<file path="src/rtl/pixel_pkg.sv">
// pixel_pkg: shared pixel type, colour slice positions and sink FSM states.
package pixel_pkg;
  typedef logic [31:0] pixel_t;
  localparam int R_HI = 31;
  localparam int R_LO = 24;
  localparam int G_HI = 23;
  localparam int G_LO = 16;
  typedef enum logic {WAIT_SOF, ACTIVE} sink_state_e;
endpackage

</file>
<file path="src/rtl/axis_pixel_counter.sv">
// axis_pixel_counter: x/y raster counters; restart treats the current beat as pixel (0,0).
module axis_pixel_counter #(
  parameter int WIDTH = 20,
  parameter int HEIGHT = 20,
  localparam int XW = $clog2(WIDTH),
  localparam int YW = $clog2(HEIGHT)
) (
  input  logic          clk,
  input  logic          rst,
  input  logic          step,
  input  logic          restart,
  output logic [XW-1:0] px,
  output logic [YW-1:0] py,
  output logic          at_origin,
  output logic          eol,
  output logic          eof
);
  logic [XW-1:0] x;
  logic [YW-1:0] y;
  assign at_origin = x == '0 && y == '0;
  assign px = restart ? '0 : x;
  assign py = restart ? '0 : y;
  assign eol = px == XW'(WIDTH - 1);
  assign eof = eol && py == YW'(HEIGHT - 1);
  always_ff @(posedge clk or posedge rst) begin
    if (rst) begin
      x <= '0;
      y <= '0;
    end else if (step) begin
      x <= eol ? '0 : px + 1'b1;
      y <= eof ? '0 : eol ? py + 1'b1 : py;
    end
  end
endmodule

</file>
<file path="src/rtl/axis_pixel_sink.sv">
// axis_pixel_sink: AXI-Stream pixel stream to framebuffer writes with SOF/EOL checking.
// Define AXIS_PIXEL_SINK_CHECKSUM_EN to enable the per-frame data checksum.
module axis_pixel_sink import pixel_pkg::*; #(
  parameter int WIDTH = 20,
  parameter int HEIGHT = 20,
  localparam int XW = $clog2(WIDTH),
  localparam int YW = $clog2(HEIGHT),
  localparam int AW = $clog2(WIDTH * HEIGHT)
) (
  input  logic          clk,
  input  logic          rst,
  input  pixel_t        s_axis_tdata,
  input  logic          s_axis_tvalid,
  output logic          s_axis_tready,
  input  logic          s_axis_tuser,
  input  logic          s_axis_tlast,
  output logic          fb_we,
  input  logic          fb_ready,
  output logic [AW-1:0] fb_addr,
  output pixel_t        fb_data,
  output logic [XW-1:0] fb_x,
  output logic [YW-1:0] fb_y,
  output logic          frame_done,
  output logic          err_sof,
  output logic          err_eol,
  output logic          err_sticky,
  output logic [31:0]   frame_checksum
);
  sink_state_e state, state_nx;
  logic accept, sof, write, bad_sof, bad_eol;
  logic at_origin, eol, eof;
  logic [XW-1:0] px;
  logic [YW-1:0] py;
  assign s_axis_tready = !fb_we || fb_ready;
  axis_pixel_counter #(.WIDTH(WIDTH), .HEIGHT(HEIGHT)) u_cnt (
    .clk(clk), .rst(rst), .step(write), .restart(sof),
    .px(px), .py(py), .at_origin(at_origin), .eol(eol), .eof(eof)
  );
  always_comb begin
    accept = s_axis_tvalid && s_axis_tready;
    sof = accept && s_axis_tuser;
    write = accept && (state == ACTIVE || s_axis_tuser);
    bad_sof = sof && state == ACTIVE && !at_origin;
    bad_eol = write && (s_axis_tlast != eol);
    state_nx = write ? (eof ? WAIT_SOF : ACTIVE) : state;
  end
  always_ff @(posedge clk or posedge rst) begin
    if (rst) begin
      state <= WAIT_SOF;
      fb_we <= 1'b0;
      fb_addr <= '0;
      fb_data <= '0;
      fb_x <= '0;
      fb_y <= '0;
      frame_done <= 1'b0;
      err_sof <= 1'b0;
      err_eol <= 1'b0;
      err_sticky <= 1'b0;
    end else begin
      state <= state_nx;
      if (write) begin
        fb_we <= 1'b1;
        fb_addr <= AW'(py) * AW'(WIDTH) + AW'(px);
        fb_data <= s_axis_tdata;
        fb_x <= px;
        fb_y <= py;
      end else if (fb_ready) begin
        fb_we <= 1'b0;
      end
      frame_done <= write && eof;
      err_sof <= bad_sof;
      err_eol <= bad_eol;
      err_sticky <= err_sticky || bad_sof || bad_eol;
    end
  end
`ifdef AXIS_PIXEL_SINK_CHECKSUM_EN
  logic [31:0] acc, acc_nx;
  assign acc_nx = (sof ? 32'd0 : acc) + s_axis_tdata;
  always_ff @(posedge clk or posedge rst) begin
    if (rst) begin
      acc <= '0;
      frame_checksum <= '0;
    end else if (write) begin
      acc <= acc_nx;
      if (eof) frame_checksum <= acc_nx;
    end
  end
`else
  assign frame_checksum = '0;
`endif
endmodule
</file>
<file path="config.mk">
export PLATFORM = sky130hd
export DESIGN_NAME = axis_pixel_sink
export DESIGN_NICKNAME = d
export VERILOG_FILES = /design/src/rtl/pixel_pkg.sv /design/src/rtl/axis_pixel_counter.sv /design/src/rtl/axis_pixel_sink.sv
export SDC_FILE = /design/constraint.sdc
export NUM_CORES = 1
export LEC_CHECK = 0
export BUFFER_PORTS_ARGS = -buffer_cell sky130_fd_sc_hd__buf_2
export CORE_MARGIN = 8
export CORE_UTILIZATION = 40
export CTS_BUF_LIST = sky130_fd_sc_hd__clkbuf_16
export CTS_CLUSTER_DIAMETER = 50
export DETAILED_ROUTE_END_ITERATION = 10
export PLACE_DENSITY = 0.68
export SLEW_MARGIN = 40
export SYNTH_ARGS = -nofsm -noshare
export SYNTH_HDL_FRONTEND = slang
export SYNTH_SLANG_ARGS = --single-unit
</file>
<file path="constraint.sdc">
create_clock -name clk -period 2.8 [get_ports clk]
set_input_delay 0.28 -clock clk [delete_from_list [all_inputs] [get_ports clk]]
set_output_delay 0.28 -clock clk [all_outputs]
set_load 0.05 [all_outputs]
</file>
==> results.tsv <==
stage	metric	value	unit
run	maxcap_violations	0	
timing	fin_worst_hold_slack	188	ps
yosys	syn_inst	302	
yosys	synth.top_cells.by_area	sky130_fd_sc_hd__dfrtp_1, sky130_fd_sc_hd__mux2_2, sky130_fd_sc_hd__buf_4, sky130_fd_sc_hd__nand2_1, sky130_fd_sc_hd__ha_1	
critical_path	cp_data_arrival_time	2850	ps
cts	clock_tree.buffer_depth	2	
yosys	synth_top_family_by_area	multiplexers	
yosys	syn-cell-area	0.00332	sq mm
layout	fillers	763	
power_and_ir_drop	power_leakage	2.13	nW
yosys	synth.ff_latch_count	65	
global_routing	grt_pass1_vias	2575	
worst_hold_path	worstHoldPathCells	2	
timing	finalClockSkew	4.27	ps
layout	layout-area-overhead-vs-synth	24.7	%
timing	finalSetupViolations	0	
cts	clock_latency	320	ps
timing	layout_worst_path_cycle_share	0.945	
global_routing	maximum_number_of_pins_on_one_net_before_global_route_repair	58	
drt	firstDrtPassIters	4	
timing	slew_violations	0	
drt	routed_wire_length_per_instance	14.9	um
yosys	netlist.top_cell.by_area	sky130_fd_sc_hd__dfrtp_1	
drt	post_detailed_route_drc_marker_count	0	
drt	total_via_count_in_the_routed_design	2435	
power_and_ir_drop	power_report.internal_total	2.31	mW
cts	clkSinkCount	65	
layout	multiInputGateArea	0.00149	sq mm
timing	post-route-min-period	2650	ps
yosys	yosys-mux-area-fraction	0.134	
power_and_ir_drop	seq_power_share	0.325	
die	die_area	0.0115	sq mm
drt	drt-total-wl	7.57	mm
power_and_ir_drop	cellPowerDensity	945	mW/mm^2
cts	clkTransAtPathRegs	60	ps
critical_path	path_class	flip-flop to flip-flop	
power_and_ir_drop	combinationalPowerShare	0.379	
timing	hold_viol_final	0	
die	io_pins	127	
timing	setup_tns	0	ps
placement	portBuffers	94	
placement	post-place-cells	491	
global_routing	global_route.usage.total	0.135	
drt	initialDrtViolationCount	102	
die	core.rowCount	33	
yosys	synthSimpleGateAreaFrac	0.117	
cts	tritoncts.num_buffers	9	
die	chipHeight	107	um
yosys	synth_xor_xnor_area_share	0.0290	
placement	place_congestion	0.838	
layout	antennaDiodeCount	0	
drt	drt.antenna.violating_nets	0	
yosys	synth_async_sr_flop_share	1.00	
power_and_ir_drop	pwr-share-clk	0.296	
critical_path	start_kind	flip-flop	
die	die_width	107	um
layout	post_route_cells_drive_above_1_share	0.414	
critical_path	end_kind	flip-flop	
global_routing	grt_antenna_before_repair	0	
yosys	postSynthAreaPerCell	11.0	sq um
outcome	status	finished clean	
timing	fmax	378	MHz
worst_hold_path	min_path_type	input port to flip-flop	
power_and_ir_drop	total_power	3.92	mW
layout	sequential_cell_area	0.00163	sq mm
placement	dp_hpwl	5.66	mm
layout	instances_no_fill	508	
cts	tritoncts_clock_tree	built	
critical_path	req_time_crit_path	3000	ps
die	design.core.area	0.00813	sq mm
cts	post_cts_buffers	0	
yosys	synthFlopType	sky130_fd_sc_hd__dfrtp_1	
timing	slew-limit-headroom	0.507	
layout	design.final.nets	446	
global_routing	global_route_wire_length_before_repair	12.4	mm
cts	clock-root-buffer	sky130_fd_sc_hd__clkbuf_16	
die	initial_utilization	0.409	
power_and_ir_drop	worst_ir_drop_vdd	0.477	mV
power_and_ir_drop	power.switching_fraction	0.411	
yosys	proportion_of_synthesized_chip_area_in_sequential_cells	0.489	
yosys	synth.top_cell.area_share	0.489	
critical_path	r2r.worst_path.cells	10	
yosys	yosys_warnings	0	
global_routing	grt_overflow_total	0	
yosys	yosysUniqueCellTypes	40	
yosys	leading_cell_type_by_number_of_instances_after_synthesis	sky130_fd_sc_hd__dfrtp_1	
power_and_ir_drop	power_switching	1.61	mW
yosys	netlist_top_cells_count	sky130_fd_sc_hd__dfrtp_1, sky130_fd_sc_hd__buf_4, sky130_fd_sc_hd__mux2_2	
timing	tightestPinTransition	738	ps
timing	grt_setup_unrepaired	false	
yosys	synth-compound-area-share	0.0820	
layout	post-route-util	0.510	
drt	routed_via_density	4.79	
yosys	synth-edff-count	0	
cts	htree_num_levels	3	
critical_path	path_max_fanout	4	
yosys	synthAdderAreaFrac	0.0422	
==> metrics by stage <==
| stage | cell area [sq um] | worst slack, ps |
|---|---|---|
| 2_1_floorplan | 3480 | -261 |
| 6_report | 4150 | 154 |
| 5_1_grt | 4150 | 29.7 |
| 4_1_cts | 4140 | 101 |
| 3_5_place_dp | 3820 | 116 |
| 3_3_place_gp | 3820 | 179 |
==> per-layer routing <==
metal,up-vias,wire [um],GRT usage
met4,0,80,0.0482
met3,7,822,0.0660
met1,1161,3180,0.157
met2,93,3480,0.212
li1,1174,-,-
met5,-,0,0
==> cell families after synthesis <==
family / Yosys count
AOI/OAI and AO/OA: 41
and+or+nand+nor: 79
adders and majority gates: 10
other: 1
xor gates and xnor gates: 11
muxes: 40
DFF: 65
buffers and inverters: 55
==> flip-flops by register name, summed over array words and instances (netlist names) <==
name and count:
fb_addr 9, err_eol 1, err_sof 1, err_sticky 1
u_cnt.y 5, fb_x 3, state 1, u_cnt.x 5
fb_we 1, frame_done 1, fb_data 32, fb_y 5
==> power by group through the flow <==
stage                     sequential [mW]  combinational [mW]  clock [mW]
final                                1.27                1.48        1.16
after global routing                 1.31                1.58        1.24
after CTS                            1.27                1.50        1.19
after detailed placement             1.29                1.49           0
after global placement               1.27                1.48           0
after floorplan                      1.83               0.649           0
==> critical path, stage by stage (launching register included) <==
cell and delay, ps:
sky130_fd_sc_hd__dfrtp_2 420, sky130_fd_sc_hd__nand2b_4 90, sky130_fd_sc_hd__nand3_2 80, sky130_fd_sc_hd__and3_1 190, sky130_fd_sc_hd__ha_2 200, sky130_fd_sc_hd__fa_1 590
sky130_fd_sc_hd__nand2_2 90, sky130_fd_sc_hd__o311a_1 340, sky130_fd_sc_hd__a221oi_2 200, sky130_fd_sc_hd__mux2i_1 100, sky130_fd_sc_hd__a211o_1 230
==> worst paths after layout <==
kind	start	slack, ps	end
max	fb_we	150	fb_addr[8]
min reg2reg	fb_addr[4]	480	fb_addr[4]
max in group asynchronous	rst	1640	fb_we
max reg2reg	fb_we	150	fb_addr[8]
min in group asynchronous	rst	430	fb_data[19]
min	s_axis_tdata[16]	190	fb_data[16]
==> final cells by class <==
cell class | instances | share of cell area
repair buffers | 106 | 0.139
inverters | 3 | 0.00272
clock inverters | 7 | 0.0205
flip-flops and latches | 65 | 0.393
multi-input cells | 213 | 0.359
well taps | 105 | 0.0317
clock buffers | 9 | 0.0543
==> cells in the final DEF (no fill, tap or decap), types with 3 or more instances in the layout <==
| cell | Yosys | layout |
|---|---|---|
| sky130_fd_sc_hd__nor2_1 | 16 | 15 |
| sky130_fd_sc_hd__xnor2_1 | 6 | 6 |
| sky130_fd_sc_hd__a31oi_1 | 3 | 3 |
| sky130_fd_sc_hd__xor2_1 | 5 | 5 |
| sky130_fd_sc_hd__clkbuf_16 | 0 | 9 |
| sky130_fd_sc_hd__buf_4 | 35 | 10 |
| sky130_fd_sc_hd__nor3b_1 | 3 | 3 |
| sky130_fd_sc_hd__and3_1 | 5 | 4 |
| sky130_fd_sc_hd__buf_2 | 10 | 94 |
| sky130_fd_sc_hd__nand4_1 | 5 | 5 |
| sky130_fd_sc_hd__a21oi_1 | 10 | 10 |
| sky130_fd_sc_hd__nand2_1 | 27 | 26 |
| sky130_fd_sc_hd__dfrtp_1 | 65 | 64 |
| sky130_fd_sc_hd__nand3_1 | 6 | 5 |
| sky130_fd_sc_hd__o211ai_1 | 3 | 3 |
| sky130_fd_sc_hd__mux2_2 | 35 | 35 |
| sky130_fd_sc_hd__a21o_1 | 4 | 4 |
| sky130_fd_sc_hd__o21ai_0 | 11 | 11 |
| sky130_fd_sc_hd__mux2i_1 | 5 | 5 |
| sky130_fd_sc_hd__and2_1 | 6 | 6 |
| sky130_fd_sc_hd__ha_1 | 8 | 7 |
| sky130_fd_sc_hd__conb_1 | 1 | 32 |
==> repair_timing <==
item | 4_1_cts | 5_1_grt
endpoints found under the setup margin | 0 | 1
endpoints found under the hold margin | 11 | 0
hold buffers | 1 | 0
resized for setup | 0 | 1
No activity file was read; power rests on OpenSTA's default activity.
